[src/rtl/stg_pipe_reg_pkg.sv]
// Shared types and helpers for the stg_pipe_reg pipeline stage.
// The skid entry (built only when STG_SKID_EN is defined) is driven by a small
// operation code so the top keeps all sequencing decisions in one place.
package stg_pipe_reg_pkg;

    // Operation applied to the skid entry on the next clock edge.
    typedef enum logic [1:0] {
        SkidHold,   // keep current contents
        SkidLoad,   // capture upstream PC/instr
        SkidPop,    // contents moved into the output entry
        SkidClear   // flush
    } skid_op_e;

    // Occupancy of the stage: output entry plus optional skid entry.
    function automatic logic [1:0] entry_count(input logic m_valid, input logic s_valid);
        return {1'b0, m_valid} + {1'b0, s_valid};
    endfunction

endpackage

[src/rtl/stg_skid_buf.sv]
// Single skid entry for stg_pipe_reg. Holds one PC/instr pair that arrived
// while the output entry was blocked. Fields read zero whenever the entry is
// empty so a pop never leaks stale data into the output entry.
module stg_skid_buf
    import stg_pipe_reg_pkg::*;
#(
    parameter int unsigned ADDR_W = 32,
    parameter int unsigned DATA_W = 32
) (
    input  logic              iw_clk,
    input  logic              iw_rst,
    input  skid_op_e          iw_op,
    input  logic [ADDR_W-1:0] iw_pc,
    input  logic [DATA_W-1:0] iw_instr,
    output logic              ow_valid,
    output logic [ADDR_W-1:0] ow_pc,
    output logic [DATA_W-1:0] ow_instr
);

    logic              s_valid_q;
    logic [ADDR_W-1:0] s_pc_q;
    logic [DATA_W-1:0] s_instr_q;

    // Skid entry state: load, empty on pop/flush, otherwise hold.
    always_ff @(posedge iw_clk or posedge iw_rst) begin
        if (iw_rst) begin
            s_valid_q <= 1'b0;
            s_pc_q    <= '0;
            s_instr_q <= '0;
        end else begin
            unique case (iw_op)
                SkidLoad: begin
                    s_valid_q <= 1'b1;
                    s_pc_q    <= iw_pc;
                    s_instr_q <= iw_instr;
                end
                SkidPop, SkidClear: begin
                    s_valid_q <= 1'b0;
                    s_pc_q    <= '0;
                    s_instr_q <= '0;
                end
                default: ;
            endcase
        end
    end

    assign ow_valid = s_valid_q;
    assign ow_pc    = s_pc_q;
    assign ow_instr = s_instr_q;

endmodule

[src/rtl/stg_pipe_reg.sv]
// Pipeline register stage carrying PC + instruction with valid/ready handshake,
// synchronous flush and stall.
// Build option: define STG_SKID_EN to add a skid entry (capacity 2, fully
// registered ow_ready). Without it the stage holds one entry and ow_ready is
// combinational from iw_ready/iw_stall.
// Empty entries always hold zero so downstream sees a NOP bubble.
`ifndef SIZE_ADDR
`define SIZE_ADDR 32
`endif
`ifndef SIZE_DATA
`define SIZE_DATA 32
`endif

module stg_pipe_reg
    import stg_pipe_reg_pkg::*;
#(
    parameter int unsigned ADDR_W = `SIZE_ADDR,
    parameter int unsigned DATA_W = `SIZE_DATA
) (
    input  logic              iw_clk,
    input  logic              iw_rst,
    input  logic [ADDR_W-1:0] iw_pc,
    input  logic [DATA_W-1:0] iw_instr,
    input  logic              iw_valid,
    output logic              ow_ready,
    output logic [ADDR_W-1:0] ow_pc,
    output logic [DATA_W-1:0] ow_instr,
    output logic              ow_valid,
    input  logic              iw_ready,
    input  logic              iw_flush,
    input  logic              iw_stall,
    output logic [1:0]        ow_count
);

    logic              m_valid_q, m_valid_d;
    logic [ADDR_W-1:0] m_pc_q, m_pc_d;
    logic [DATA_W-1:0] m_instr_q, m_instr_d;
    logic              s_valid;
    logic              accept;
    logic              consume;

    assign accept  = iw_valid & ow_ready;
    assign consume = m_valid_q & iw_ready & ~iw_stall;

`ifdef STG_SKID_EN
    logic [ADDR_W-1:0] s_pc;
    logic [DATA_W-1:0] s_instr;
    skid_op_e          s_op;

    // Ready depends only on skid occupancy, so it is a pure register output.
    assign ow_ready = ~s_valid;

    // Output-entry next state and skid operation.
    always_comb begin
        m_valid_d = m_valid_q;
        m_pc_d    = m_pc_q;
        m_instr_d = m_instr_q;
        s_op      = SkidHold;
        if (iw_flush) begin
            m_valid_d = 1'b0;
            m_pc_d    = '0;
            m_instr_d = '0;
            s_op      = SkidClear;
        end else if (consume && s_valid) begin
            // ow_ready is low here, so no accept can collide with the pop.
            m_valid_d = 1'b1;
            m_pc_d    = s_pc;
            m_instr_d = s_instr;
            s_op      = SkidPop;
        end else if (consume || !m_valid_q) begin
            m_valid_d = accept;
            m_pc_d    = accept ? iw_pc : '0;
            m_instr_d = accept ? iw_instr : '0;
        end else if (accept) begin
            // Output entry is held (blocked or stalled): park the new entry.
            s_op = SkidLoad;
        end
    end

    stg_skid_buf #(
        .ADDR_W(ADDR_W),
        .DATA_W(DATA_W)
    ) u_skid (
        .iw_clk   (iw_clk),
        .iw_rst   (iw_rst),
        .iw_op    (s_op),
        .iw_pc    (iw_pc),
        .iw_instr (iw_instr),
        .ow_valid (s_valid),
        .ow_pc    (s_pc),
        .ow_instr (s_instr)
    );
`else
    assign s_valid = 1'b0;

    // Single entry: can take a new one when empty or when it leaves this cycle.
    assign ow_ready = ~m_valid_q | (iw_ready & ~iw_stall);

    // Output-entry next state: flush wins, then accept, then drain on consume.
    always_comb begin
        m_valid_d = m_valid_q;
        m_pc_d    = m_pc_q;
        m_instr_d = m_instr_q;
        if (iw_flush) begin
            m_valid_d = 1'b0;
            m_pc_d    = '0;
            m_instr_d = '0;
        end else if (accept) begin
            m_valid_d = 1'b1;
            m_pc_d    = iw_pc;
            m_instr_d = iw_instr;
        end else if (consume) begin
            m_valid_d = 1'b0;
            m_pc_d    = '0;
            m_instr_d = '0;
        end
    end
`endif

    // Output entry register; async reset empties it immediately.
    always_ff @(posedge iw_clk or posedge iw_rst) begin
        if (iw_rst) begin
            m_valid_q <= 1'b0;
            m_pc_q    <= '0;
            m_instr_q <= '0;
        end else begin
            m_valid_q <= m_valid_d;
            m_pc_q    <= m_pc_d;
            m_instr_q <= m_instr_d;
        end
    end

    assign ow_valid = m_valid_q;
    assign ow_pc    = m_pc_q;
    assign ow_instr = m_instr_q;
    assign ow_count = entry_count(m_valid_q, s_valid);

endmodule

[config.mk]
export PLATFORM = sky130hd
export DESIGN_NAME = stg_pipe_reg
export DESIGN_NICKNAME = d
export VERILOG_FILES = /design/src/rtl/stg_pipe_reg_pkg.sv /design/src/rtl/stg_skid_buf.sv /design/src/rtl/stg_pipe_reg.sv
export SDC_FILE = /design/constraint.sdc
export NUM_CORES = 1
export LEC_CHECK = 0
export ABC_AREA = 1
export BUFFER_PORTS_ARGS = -buffer_cell sky130_fd_sc_hd__clkbuf_2
export CAP_MARGIN = 20
export CORE_UTILIZATION = 45
export DETAILED_ROUTE_END_ITERATION = 7
export HOLD_SLACK_MARGIN = 0.15
export MAX_ROUTING_LAYER = met4
export PLACE_DENSITY = 0.78
export REMOVE_ABC_BUFFERS = 1
export SYNTH_ARGS = -nofsm -noshare
export SYNTH_HDL_FRONTEND = slang
export SYNTH_SLANG_ARGS = --single-unit
[constraint.sdc]
create_clock -name iw_clk -period 1.95 [get_ports iw_clk]
set_clock_uncertainty 0.05 [all_clocks]
set_input_delay 0.0975 -clock iw_clk [delete_from_list [all_inputs] [get_ports iw_clk]]
set_output_delay 0.0975 -clock iw_clk [all_outputs]
set_load 0.05 [all_outputs]
Word-level counts from Yosys, hierarchy flattened
Cells that the tools add are included.

storage, ports and cells
  register bits after elaboration = 65
  input port bits = 70
  logic and storage cells = 19
  output and inout port bits = 68

operators by class
  muxes and demuxes = 8
  bitwise operators = 7
  reduce and logical (&&, ||, !) cells = 1

operator list
  operator            number
  2-to-1 mux 32 bit   5
  AND 1 bit           4
  2-to-1 mux 1 bit    3
  nonzero test 3 bit  1
  NOT 1 bit           2
  OR 1 bit            1

Longest topological paths before layout
Gate-level depths: netlist (run 1).

  depth after elaboration = 6
  mapped depth = 7
  depth with buffers taken out = 6

Least setup slack after synthesis (run 1)
No wires, ideal clock.

  path type = reg2reg
  start point = register m_valid_q, in the netlist ow_valid
  end point = register m_pc_q[21], in the netlist ow_pc[21]
  setup time = 120 ps
  required time = 1780 ps
  stages on the path, launching flop included = 6
  period minus slack after synthesis = 1444 ps
  path slack = 506 ps
  path buffers = 1
  data arrival time = 1274 ps
  cells stage by stage = dfrtp_1 or2_4 nand2_8 buf_12 nand3_1 nand2_1

on the way
  longest elaborated chain between the ends = 5
  elaborated cells on any way between the ends = 8
  those cells by class = 2 x mux; 5 x bitwise; 1 x reduce/logical

RTL lines
  item                    line                 text
  from (decl)             stg_pipe_reg.sv:35   logic m_valid_q, m_valid_d;
  from (signal assigned)  stg_pipe_reg.sv:127  m_valid_q <= m_valid_d;
  NOT 1 bit               stg_pipe_reg.sv:97   assign ow_ready = ~m_valid_q | (iw_ready & ~iw_stall);
  OR 1 bit                stg_pipe_reg.sv:97
  AND 1 bit               stg_pipe_reg.sv:42   assign accept = iw_valid & ow_ready;
  2-to-1 mux 32 bit       stg_pipe_reg.sv:108  end else if (accept) begin
  2-to-1 mux 32 bit       stg_pipe_reg.sv:104  if (iw_flush) begin
  to (signal assigned)    stg_pipe_reg.sv:128  m_pc_q <= m_pc_d;
  to (decl)               stg_pipe_reg.sv:36   logic [ADDR_W-1:0] m_pc_q, m_pc_d;

Several ways; a longest one is shown, not always the timed one.
A chain may end at the register's enable or synchronous reset.

Final worst setup path (run 1)
  start point = register m_valid_q, in the netlist ow_valid
  end point = register m_valid_q, in the netlist ow_valid

on the way
  longest elaborated chain between the ends = 5
  elaborated cells on any way between the ends = 8
  those cells by class = 2 x mux; 5 x bitwise; 1 x reduce/logical

RTL lines
  item              line
  NOT 1 bit         stg_pipe_reg.sv:97
  OR 1 bit          stg_pipe_reg.sv:97
  AND 1 bit         stg_pipe_reg.sv:42
  2-to-1 mux 1 bit  stg_pipe_reg.sv:108
  2-to-1 mux 1 bit  stg_pipe_reg.sv:104

Several ways; a longest one is shown, not always the timed one.

==> impl_metrics.tcl, run 1 <==
set metrics [dict create \
    p_leak_nw 2.44 \
    rows 28 \
    fin_area_mm2 0.00436 \
    crit_family "buffers and inverters" \
    diodes 0 \
    cap_violations 0 \
    postCtsSetupRepairBufs 0 \
    cts_buffer_depth 2 \
    dpl_cell_area_mm2 0.00351 \
    fin_util_pct 72.0 \
    drt_iter0_markers 143 \
    portBuffers 136 \
    worst_ep_required_time_ns 2.12 \
    area_growth_pct 51.0 \
    drive_above_1_share_pct 36.0 \
    fin_crit_sh_pct 79.9 \
    grt_usage_pct 25.8 \
    cts_made_buffers 9 \
    grt_max_degree 65 \
    antenna_left 0 \
    coreArea_mm2 0.00606 \
    critical_path_class "flip-flop to flip-flop" \
    dp.cells 484 \
    die_x_um 82.1 \
    root_buffer "clkbuf_8" \
    cts_resized 0 \
    die-area_mm2 0.00674 \
    slew_headroom_pct 63.7 \
    worst_setup_path_start_kind "flip-flop" \
    hold_path_class "primary input to flip-flop" \
    num_vias 2880 \
    ys_seq_area_share_pct 56.3 \
    dp_slack_ns 0.468 \
    drc 0 \
    dp_hpwl_mm 4.44 \
    hold_start "iw_ready" \
    insertion_delay_ns 0.33 \
    post_drt_via_cell_ratio 5.09 \
    crit_buf_inv 1 \
    nets 557 \
    grt_first_pass_wirelength_mm 12.6 \
    fillerInstances 443 \
    path_cells "nand2_4, a21oi_1, dlygate4sd3_1" \
    synth.distinct_cells 18 \
    tightest_slew_ns 0.543 \
    crit_fanout 24 \
    cts_hold_buf 67 \
    cts.clk_slew.worst_paths_ns 0.07 \
    drt-total-wl_mm 8.16 \
    grt_setup_unrepaired "no" \
    crit-reg2reg-launch "ow_valid$_DFFE_PP0P_" \
    ir_drop_uv 459 \
    synthCells 295 \
    r2r_slack_ns 0.39 \
    place_congestion 0.719 \
    avgSynthCellArea_um2 9.79 \
    finalNonFillerCells 566 \
    firstDrtPassIters 4 \
    drv_slew 0 \
    ys.warnings.count 0 \
    critPathSlowestCell "dlygate4sd3_1" \
    ios 138 \
    syn_area_mm2 0.00289 \
    status "completed" \
    clock.fmax_mhz 642 \
    start_util_pct 47.7 \
    finalHoldViolCount 0 \
    cp_data_arrival_time_ns 1.73 \
    cts_tree "done" \
    crit_path_start "ow_valid$_DFFE_PP0P_" \
    cts_sinks 65 \
    report.final.setup_viol 0 \
    cp-end-kind "flip-flop" \
    power_mw 3.33 \
    power-per-cell-area_mw_per_mm2 764 \
    cts_htree_levels 3 \
    first_global_vias 2823 \
    dieHeight_um 82.1 \
    synth-seq-cells 65 \
    grt_overflow 0 \
    wl_per_cell_um 14.4 \
    fin_ws_ns 0.392 \
    antenna_found_initial 0 \
    critical_path.max_stage_delay_ns 0.57 \
    fin_crit_ns 1.56 \
]
[layout make-up]
type | instances | area, um^2 | area share, %
multi-input combinational | 199 | 1020 | 23.4
tap | 75 | 93.8 | 2.15
sequential | 65 | 1630 | 37.3
timing repair buffer | 208 | 1430 | 32.7
clock buffer | 12 | 165 | 3.79
clock inverter | 3 | 15.0 | 0.344
inverter | 4 | 15.0 | 0.344
[cell usage after synthesis]
master / number / area share (%)
a21oi_1: 1 / 0.17
buf_12: 2 / 1.4
buf_2: 12 / 2.1
buf_4: 7 / 1.8
buf_6: 1 / 0.39
buf_8: 4 / 2.1
clkbuf_1: 1 / 0.13
conb_1: 1 / 0.13
dfrtp_1: 65 / 56
inv_1: 3 / 0.39
inv_2: 1 / 0.13
nand2_1: 65 / 8.4
nand2_4: 1 / 0.39
nand2_8: 1 / 0.69
nand3_1: 113 / 20
nand3_2: 15 / 5.2
nor2_4: 1 / 0.39
or2_4: 1 / 0.30
[sequential cells by signal, indices dropped and copies added (netlist names)]
| name | cells |
|---|---|
| ow_instr | 32 |
| ow_pc | 32 |
| ow_valid | 1 |
[cell families after synthesis]
family | share of synthesized area, %
other | 0.130
buffers and inverters | 8.40
DFF | 56.3
and+or+nand+nor | 35.0
AOI/OAI and AO/OA | 0.173
[metrics by stage]
stage / TNS (ns) / hold slack (ns)
floorplan: -21.73 / 0.111
global placement: 0 / 0.104
detailed placement: 0 / 0.124
CTS: 0 / 0.277
global route: 0 / 0.351
finish: 0 / 0.301
[where the power goes]
group | switching [mW] | internal, mW
combinational | 0.560 | 0.260
clock | 0.485 | 0.552
sequential | 0.0508 | 1.43
[final timing paths]
path                                            end  cells after the start
max                            ow_valid$_DFFE_PP0P_                      3
min                           ow_pc[28]$_DFFE_PP0P_                      5
max reg2reg                    ow_valid$_DFFE_PP0P_                      3
min reg2reg                ow_instr[14]$_DFFE_PP0P_                      2
max in group asynchronous     ow_pc[21]$_DFFE_PP0P_                      4
min in group asynchronous     ow_pc[12]$_DFFE_PP0P_                      3
[cells in the final DEF, fill, tap and decap left out, types with 2 or more instances in the layout]
cell,instances
buf_12,3
buf_4,2
dlygate4sd3_1,67
clkinv_2,3
dfrtp_1,65
clkbuf_8,12
nand3_2,15
inv_2,2
clkbuf_2,136
inv_1,2
nand3_1,113
nand2_1,65
[routing by layer]
| layer | share of wire (%) | track usage (%) | vias up |
|---|---|---|---|
| met2 | 53 | 43.0 | 122 |
| met3 | 6.1 | 5.38 | 16 |
| li1 | - | - | 1374 |
| met1 | 39 | 29.9 | 1368 |
| met5 | 0 | - | - |
| met4 | 1.7 | 11.6 | 0 |
[worst register-to-register path, cell delays in order, from the launching register on]
cell           delay, ns
dfrtp_1             0.43
nand2_4             0.28
a21oi_1             0.11
dlygate4sd3_1       0.57
Note: power is estimated with default switching activity, not from simulation.
==> run 2: changes to the inputs <==
- CORE_UTILIZATION: 45 -> 42
- PLACE_DENSITY: 0.78 -> 0.77
- clock period: 1.95 -> 1.4 ns (I/O delays scaled with it)
==> run 2 against run 1 <==
Effect of this change:
- die area grew 7.0%
- critical path type is now flip-flop to output port
- the flow now finishes with violations (DRC)
- cell area increased by 1.9%
- non-clock buffer count increased by 5
- setup slack got worse by 0.33 ns
- via count is 0.87% higher
- first-iteration DRC count rose by 43%
- clock-buffer cell count grew 1
- wire length about the same
- critical path depth decreased by 1
==> impl_metrics.tcl, run 2 (synthesis results as in run 1) <==
set metrics [dict create \
    coreArea_mm2 0.00649 \
    dp_hpwl_mm 4.79 \
    fin_crit_sh_pct 95.4 \
    setup_tns_ns 0 \
    fin_ws_ns 0.0639 \
    clock.fmax_mhz 748 \
    finalHoldViolCount 0 \
    layout.cells.most_common "clkbuf_2" \
    dpl_cell_area_mm2 0.00360 \
    post_drt_via_cell_ratio 5.06 \
    rows 29 \
    report.final.setup_viol 0 \
    area_growth_pct 53.9 \
    cp_data_arrival_time_ns 1.22 \
    num_vias 2905 \
    p_leak_nw 2.48 \
    cp-end-kind "output port" \
    power-per-cell-area_mw_per_mm2 1040 \
    drive_above_1_share_pct 36.4 \
    cap_violations 0 \
    insertion_delay_ns 0.32 \
    portBuffers 136 \
    worst_setup_path_start_kind "flip-flop" \
    worst_ep_required_time_ns 1.28 \
    cts.clk_slew.worst_paths_ns 0.07 \
    ir_drop_uv 668 \
    root_buffer "clkbuf_8" \
    antenna_left 0 \
    drv_slew 0 \
    place_congestion 0.824 \
    path_cells "nand2_4, buf_2" \
    drc 9 \
    drt-total-wl_mm 8.16 \
    power_mw 4.65 \
    die_x_um 84.9 \
    antenna_found_initial 0 \
    critical_path.max_stage_delay_ns 0.44 \
    grt_first_pass_wirelength_mm 13.2 \
    cts_buffer_depth 2 \
    fin_area_mm2 0.00445 \
    dieHeight_um 84.9 \
    cts_htree_levels 3 \
    grt_max_degree 66 \
    hold_path_class "primary input to flip-flop" \
    grt_setup_unrepaired "no" \
    dp_slack_ns 0.134 \
    start_util_pct 44.5 \
    grt_usage_pct 23.9 \
    critPathSlowestCell "dfrtp_1" \
    nets 562 \
    wl_per_cell_um 14.2 \
    first_global_vias 2788 \
    ios 138 \
    fin_crit_ns 1.34 \
    cts_made_buffers 9 \
    violations "DRC" \
    grt_overflow 0 \
    drt_iter0_markers 205 \
    postCtsSetupRepairBufs 0 \
    diodes 0 \
    die-area_mm2 0.00721 \
    cts_tree "done" \
    critical_path_class "flip-flop to output port" \
    crit_fanout 6 \
    status "complete, but fails checks" \
    final_cell_mix "clkbuf_2 (135), nand3_1 (113), dlygate4sd3_1 (67), nand2_1 (65), dfrtp_1 (65)" \
    cts_sinks 65 \
    firstDrtPassIters 8 \
]
==> run 2: timing repair <==
action / CTS / global route
resized for setup: 0 / 1
endpoints found under the setup margin: 0 / 1
hold endpoints to repair: 130 / 0
hold buffers: 67 / 0
==> run 2: power by group <==
| part | switching [mW] | leakage, nW | total [mW] | internal (mW) |
|---|---|---|---|---|
| combinational | 0.788 | 1.52 | 1.19 | 0.401 |
| clock | 0.666 | 0.0932 | 1.40 | 0.732 |
| sequential | 0.0715 | 0.872 | 2.06 | 1.99 |
==> run 2: final timing paths <==
kind                                        from                       end  slack (ns)  depth (start not counted)
setup / recovery            ow_valid$_DFFE_PP0P_                  ow_ready        0.06                          2
hold reg to reg            ow_pc[12]$_DFFE_PP0P_     ow_pc[12]$_DFFE_PP0P_        0.45                          2
max in group asynchronous                 iw_rst      ow_pc[7]$_DFFE_PP0P_        0.73                          4
setup reg to reg            ow_valid$_DFFE_PP0P_  ow_instr[18]$_DFFE_PP0P_        0.12                          5
min in group asynchronous                 iw_rst  ow_instr[14]$_DFFE_PP0P_        0.30                          4
hold / removal                          iw_ready     ow_pc[21]$_DFFE_PP0P_        0.16                          5
==> run 2: worst max-delay path: cells and delay by family, from the launching register on <==
kind / cells / cell delay (ns)
buffers and inverters: 1 / 0.29
DFF: 1 / 0.44
and+or+nand+nor: 1 / 0.17
==> run 2: final cells by class <==
type	count	area, um^2
Sequential cell	65	1630
Tap cell	77	96.3
Multi-Input combinational cell	199	1020
Clock buffer	13	159
Fill cell	502	2050
Timing Repair Buffer	213	1510
Inverter	4	15.0
Clock inverter	3	15.0
==> run 2: through the flow <==
step,instances,hold WS (ns),utilization (%)
6_report,574,0.163,68.4
5_1_grt,574,0.181,68.4
4_1_cts,574,0.151,68.4
3_5_place_dp,491,0.107,55.4
3_3_place_gp,491,0.102,55.4
2_1_floorplan,268,0.0831,-
==> run 2: metal layers <==
metal | vias up | routed length (um) | global-route usage [%]
li1 | 1386 | - | -
met1 | 1376 | 3340 | 28.3
met2 | 121 | 4180 | 40.4
met3 | 22 | 429 | 3.70
met4 | 0 | 216 | 10.5
met5 | - | 0 | -
